## src/rtl/uart_tx_fifo.sv

```systemverilog
// Buffered 8N1 UART transmitter with CTS flow control and a power-of-two byte FIFO.
// Optional even parity bit between data and stop when UART_TX_PARITY_EN is defined.
module uart_tx_fifo #(
    parameter int BAUD_COUNT = 645,
    parameter int FIFO_DEPTH = 8
) (
    input  logic                        clk_in,
    input  logic                        rst_n_in,
    input  logic [7:0]                  data_in,
    input  logic                        valid_in,
    output logic                        ready_out,
    input  logic                        cts_n_in,
    output logic                        tx_out,
    output logic                        busy_out,
    output logic [$clog2(FIFO_DEPTH):0] count_out
);

    localparam int PW = $clog2(FIFO_DEPTH);
    localparam int CW = PW + 1;
    localparam int BW = $clog2(BAUD_COUNT + 1);

`ifdef UART_TX_PARITY_EN
    typedef enum logic [2:0] {IDLE = 3'd0, START = 3'd1, DATA = 3'd2, PARITY = 3'd3, STOP = 3'd4} state_t;
`else
    typedef enum logic [2:0] {IDLE = 3'd0, START = 3'd1, DATA = 3'd2, STOP = 3'd4} state_t;
`endif

    state_t          state_q, state_d;
    logic [BW-1:0]   baud_q, baud_d;
    logic [2:0]      bit_q, bit_d;
    logic [7:0]      shift_q, shift_d;
    logic            tx_q, tx_d;
    logic            frame_q, frame_d;
    logic [PW-1:0]   wr_ptr_q, wr_ptr_d;
    logic [PW-1:0]   rd_ptr_q, rd_ptr_d;
    logic [CW-1:0]   count_q, count_d;
    logic [7:0]      mem_q [FIFO_DEPTH];

    logic push, pop, bit_done, can_start;

    assign ready_out = count_q < CW'(FIFO_DEPTH);
    assign push      = valid_in && ready_out;
    assign bit_done  = baud_q == BW'(BAUD_COUNT - 1);
    assign can_start = (count_q != '0) && !cts_n_in;

    // Frame sequencer; the head byte is popped into the shift register whenever a frame starts.
    always_comb begin
        // NOTE: every signal gets a default first so no path leaves it unassigned (no latches).
        state_d = state_q;
        baud_d  = baud_q;
        bit_d   = bit_q;
        shift_d = shift_q;
        pop     = 1'b0;
        if (state_q != IDLE) begin
            baud_d = bit_done ? '0 : baud_q + 1'b1;
        end
        case (state_q)
            IDLE: begin
                if (can_start) begin
                    state_d = START;
                    pop     = 1'b1;
                    shift_d = mem_q[rd_ptr_q];
                    baud_d  = '0;
                end
            end
            START: begin
                if (bit_done) begin
                    state_d = DATA;
                    bit_d   = '0;
                end
            end
            DATA: begin
                if (bit_done) begin
                    if (bit_q == 3'd7) begin
`ifdef UART_TX_PARITY_EN
                        state_d = PARITY;
`else
                        state_d = STOP;
`endif
                    end else begin
                        bit_d = bit_q + 1'b1;
                    end
                end
            end
`ifdef UART_TX_PARITY_EN
            PARITY: begin
                if (bit_done) state_d = STOP;
            end
`endif
            STOP: begin
                if (bit_done) begin
                    if (can_start) begin
                        state_d = START;
                        pop     = 1'b1;
                        shift_d = mem_q[rd_ptr_q];
                    end else begin
                        state_d = IDLE;
                    end
                end
            end
            default: state_d = IDLE;
        endcase
    end

    // The line is driven from the current state, so tx lags the state register by one cycle.
    always_comb begin
        tx_d = 1'b1;
        case (state_q)
            START:   tx_d = 1'b0;
            DATA:    tx_d = shift_q[bit_q];
`ifdef UART_TX_PARITY_EN
            PARITY:  tx_d = ^shift_q;
`endif
            default: tx_d = 1'b1;
        endcase
        frame_d = state_q != IDLE;
    end

    always_comb begin
        wr_ptr_d = push ? wr_ptr_q + 1'b1 : wr_ptr_q;
        rd_ptr_d = pop  ? rd_ptr_q + 1'b1 : rd_ptr_q;
        case ({push, pop})
            2'b10:   count_d = count_q + CW'(1);
            2'b01:   count_d = count_q - CW'(1);
            default: count_d = count_q;
        endcase
    end

    // NOTE: state uses non-blocking assignments so every flop samples pre-edge values.
    always_ff @(posedge clk_in) begin
        if (!rst_n_in) begin
            state_q  <= IDLE;
            baud_q   <= '0;
            bit_q    <= '0;
            shift_q  <= '0;
            tx_q     <= 1'b1;
            frame_q  <= 1'b0;
            wr_ptr_q <= '0;
            rd_ptr_q <= '0;
            count_q  <= '0;
        end else begin
            state_q  <= state_d;
            baud_q   <= baud_d;
            bit_q    <= bit_d;
            shift_q  <= shift_d;
            tx_q     <= tx_d;
            frame_q  <= frame_d;
            wr_ptr_q <= wr_ptr_d;
            rd_ptr_q <= rd_ptr_d;
            count_q  <= count_d;
        end
    end

    // NOTE: storage has no reset; pointers and count alone define which slots hold valid bytes.
    always_ff @(posedge clk_in) begin
        if (push) mem_q[wr_ptr_q] <= data_in;
    end

    assign tx_out    = tx_q;
    assign count_out = count_q;
    assign busy_out  = frame_q || (state_q != IDLE) || (count_q != '0);

endmodule
```

## config.mk

```make
export PLATFORM = sky130hd
export DESIGN_NAME = uart_tx_fifo
export DESIGN_NICKNAME = d
export VERILOG_FILES = /design/src/rtl/uart_tx_fifo.sv
export SDC_FILE = /design/constraint.sdc
export NUM_CORES = 1
export LEC_CHECK = 0
export ABC_AREA = 1
export CELL_PAD_IN_SITES_DETAIL_PLACEMENT = 0
export CELL_PAD_IN_SITES_GLOBAL_PLACEMENT = 1
export CORE_MARGIN = 2
export CORE_UTILIZATION = 35
export DETAILED_ROUTE_END_ITERATION = 8
export DONT_BUFFER_PORTS = 1
export PLACE_DENSITY_LB_ADDON = 0.1
export RECOVER_POWER = 50
export SYNTH_ARGS = -nofsm -noshare
export SYNTH_HDL_FRONTEND = slang
export SYNTH_SLANG_ARGS = --single-unit
```

## constraint.sdc

```tcl
create_clock -name clk_in -period 2.73 [get_ports clk_in]
set_input_delay 0.4095 -clock clk_in [delete_from_list [all_inputs] [get_ports clk_in]]
set_output_delay 0.4095 -clock clk_in [all_outputs]
set_load 0.02 [all_outputs]
```

==> results.sh <==
export IMPL_synth_fp_nets=529
export IMPL_hold_buffers=0
export IMPL_relSlewSlack_pct=58.9
export IMPL_worstHoldStart="rst_n_in"
export IMPL_path_clk_slew_ns=0.07
export IMPL_reg2regPathDepth=17
export IMPL_highest_layer="met4"
export IMPL_ios=19
export IMPL_postLayoutCellArea_um2=5070
export IMPL_cts_buffers=9
export IMPL_syn_area_per_cell_um2=9.02
export IMPL_slew_violations=0
export IMPL_hold_viol=0
export IMPL_post_cts_buffers=0
export IMPL_synthArstFlopShare_pct=0
export IMPL_vias=3182
export IMPL_rsz0062_at_grt="no"
export IMPL_placementRows=41
export IMPL_grt_pass1_vias=2982
export IMPL_synthesis_area_um2=4580
export IMPL_cts_tree="done"
export IMPL_hold_path_depth=1
export IMPL_period_minus_slack_ns=2.37
export IMPL_place_congestion=0.757
export IMPL_p_leak_nw=1.96
export IMPL_final_setup_tns_ns=0
export IMPL_drv_cap=0
export IMPL_drc=0
export IMPL_grt_usage_pct=14.3
export IMPL_fin_hold_ws_ns=0.137
export IMPL_area_growth_pct=10.7
export IMPL_fmax_mhz=422
export IMPL_fin_crit_sh_pct=86.9
export IMPL_ctsLongestPathBuffers=2
export IMPL_die_x_um=118
export IMPL_core_um2=12700
export IMPL_timing_critical_path_cells="inv_1 -> ha_1 -> nand2_1 -> nor2_1 -> nand3_2 -> nand2_2 -> nand2_1 -> clkinv_4 -> ha_1 -> nand2_1 -> inv_1 -> nor2_1 -> ha_1 -> a21oi_1 -> xnor2_1 -> o21ai_0 -> inv_1"
export IMPL_cp_slowest_stage_delay_ns=0.38
export IMPL_grt_max_degree=33
export IMPL_skew_ns=0.00574
export IMPL_drive_gt1_share_pct=8.83
export IMPL_yosys_warnings=0
export IMPL_grt_pass1_wl_um=15600
export IMPL_grt_ovfl_total=0
export IMPL_rrSetupSlack_ns=0.36
export IMPL_die_area_um2=14000
export IMPL_min_path_type="primary input to register"
export IMPL_via_per_inst=4.59
export IMPL_crit_arrival_ns=2.61
export IMPL_mostFrequentLayoutCell="nor2_1"
export IMPL_met3_length_um=290
export IMPL_syn_inst=508
export IMPL_finalSetupViolCount=0
export IMPL_die_h_um=118
export IMPL_path_class="register to register"
export IMPL_portBuffers=0
export IMPL_synth_edf_count=64
export IMPL_ir_drop_mv=0.429
export IMPL_antenna_cells=0
export IMPL_power_density_nw_per_um2=917
export IMPL_drt_met1_wl_um=4640
export IMPL_ant_nets=0
export IMPL_antenna_found_initial=0
export IMPL_ys_seq_elements=103
export IMPL_layout_nets=537
export IMPL_root_buffer="clkbuf_16"
export IMPL_drt_iter0_markers=247
export IMPL_dpl_cell_area_um2=4820
export IMPL_wl_per_cell_um=13.7
export IMPL_cp_required_ns=2.97
export IMPL_synthFlopType="edfxtp_1"
export IMPL_start_util_pct=36.0
export IMPL_htree_levels=3
export IMPL_startpoint_type="register"
export IMPL_rr_endpoint="count_out[2]$_SDFFE_PN0P_"
export IMPL_cts_resized=0
export IMPL_crit_fanout=5
export IMPL_outcome="finished clean"
export IMPL_synth_cell_types=29
export IMPL_dp_hpwl_um=6230
export IMPL_cts_sinks=103
export IMPL_drtPass1Iterations=4
export IMPL_clk_latency_ns=0.35
export IMPL_critPathCaptureType="register"
export IMPL_wirelength_um=9480
export IMPL_dr_wl_met2_um=4430
export IMPL_reg2reg_from="baud_q[0]$_SDFF_PN0_"
export IMPL_layout_common_cells="nor2_1, nand2_1, edfxtp_1"
export IMPL_tightest_slew_ns=0.616
export IMPL_cp_slowest_cell="dfxtp_1"
export IMPL_synth_seq_area_share_pct=59.0
export IMPL_whs_endpoint="tx_out$_SDFF_PN1_"
## per-layer routing
layer	vias to the layer above	global-route usage (%)
met5	-	0
met4	0	4.84
met3	12	4.01
met2	31	23.0
met1	1454	18.7
li1	1685	-
## how the worst max path moves through the flow
stage,startpoint,slack (ns),end
global route,baud_q[0]$_SDFF_PN0_,0.08,count_out[2]$_SDFFE_PN0P_
floorplan,count_out[3]$_SDFFE_PN0P_,0.48,count_out[2]$_SDFFE_PN0P_
global placement,count_out[2]$_SDFFE_PN0P_,0.53,count_out[2]$_SDFFE_PN0P_
CTS,baud_q[0]$_SDFF_PN0_,0.44,count_out[2]$_SDFFE_PN0P_
detailed placement,baud_q[0]$_SDFF_PN0_,0.45,count_out[2]$_SDFFE_PN0P_
finish,baud_q[0]$_SDFF_PN0_,0.36,count_out[2]$_SDFFE_PN0P_
## report_power, final
part / switching [mW] / total, mW / internal, mW
Sequential: 0.120 / 1.97 / 1.85
Clock: 0.590 / 1.22 / 0.627
Combinational: 0.992 / 1.46 / 0.470
## state kept, by name, indices dropped and copies added (netlist names), named ones only
name	cells
tx_out	1
mem_q	64
baud_q	10
count_out	4
bit_q	3
wr_ptr_q	3
frame_q	1
rd_ptr_q	3
shift_q	8
state_q	3
## logic make-up after synthesis
logic type      synth area share, %
simple gates                   21.2
xor+xnor                      0.765
buf+inv                        6.17
fa+ha+maj                      2.46
flops                          59.0
compound gates                 10.4
## worst max-delay path, delay by kind of cell (launching register included)
| family | cells | cell delay, ns |
|---|---|---|
| xor gates and xnor gates | 1 | 0.14 |
| adders and majority gates | 3 | 0.62 |
| AOI/OAI and AO/OA | 2 | 0.19 |
| DFF | 1 | 0.38 |
| and+or+nand+nor | 7 | 0.66 |
| buffers and inverters | 4 | 0.27 |
## area by class of cell
class / instances / area [um2]
Fill cell: 1323 / 7650
Sequential cell: 103 / 2700
Multi-Input combinational cell: 337 / 1590
Clock buffer: 9 / 225
Tap cell: 172 / 215
Inverter: 50 / 193
Timing Repair Buffer: 15 / 90.1
Clock inverter: 7 / 51.3
## Yosys cell counts, types with 9 or more instances
| library cell | number | share of area, % |
|---|---|---|
| dfxtp_1 | 39 | 17 |
| inv_1 | 38 | 3.1 |
| inv_2 | 11 | 0.90 |
| nand3_1 | 23 | 2.5 |
| nor2_1 | 99 | 8.1 |
| o21ai_1 | 31 | 3.4 |
| buf_2 | 9 | 0.98 |
| nand2_1 | 92 | 7.5 |
| o21ai_0 | 33 | 3.6 |
| ha_1 | 9 | 2.5 |
| edfxtp_1 | 64 | 42 |
| a21oi_1 | 25 | 2.7 |
## metrics by stage
step | setup slack, ns | util, % | total power, mW | cells
2_1_floorplan | 0.478 | - | 3.16 | 508
3_3_place_gp | 0.534 | 37.9 | 3.52 | 677
3_5_place_dp | 0.454 | 37.9 | 3.52 | 677
4_1_cts | 0.441 | 40.1 | 4.76 | 693
5_1_grt | 0.0818 | 39.9 | 5.01 | 693
6_report | 0.358 | 39.9 | 4.65 | 693
(Power assumes the default switching activity.)
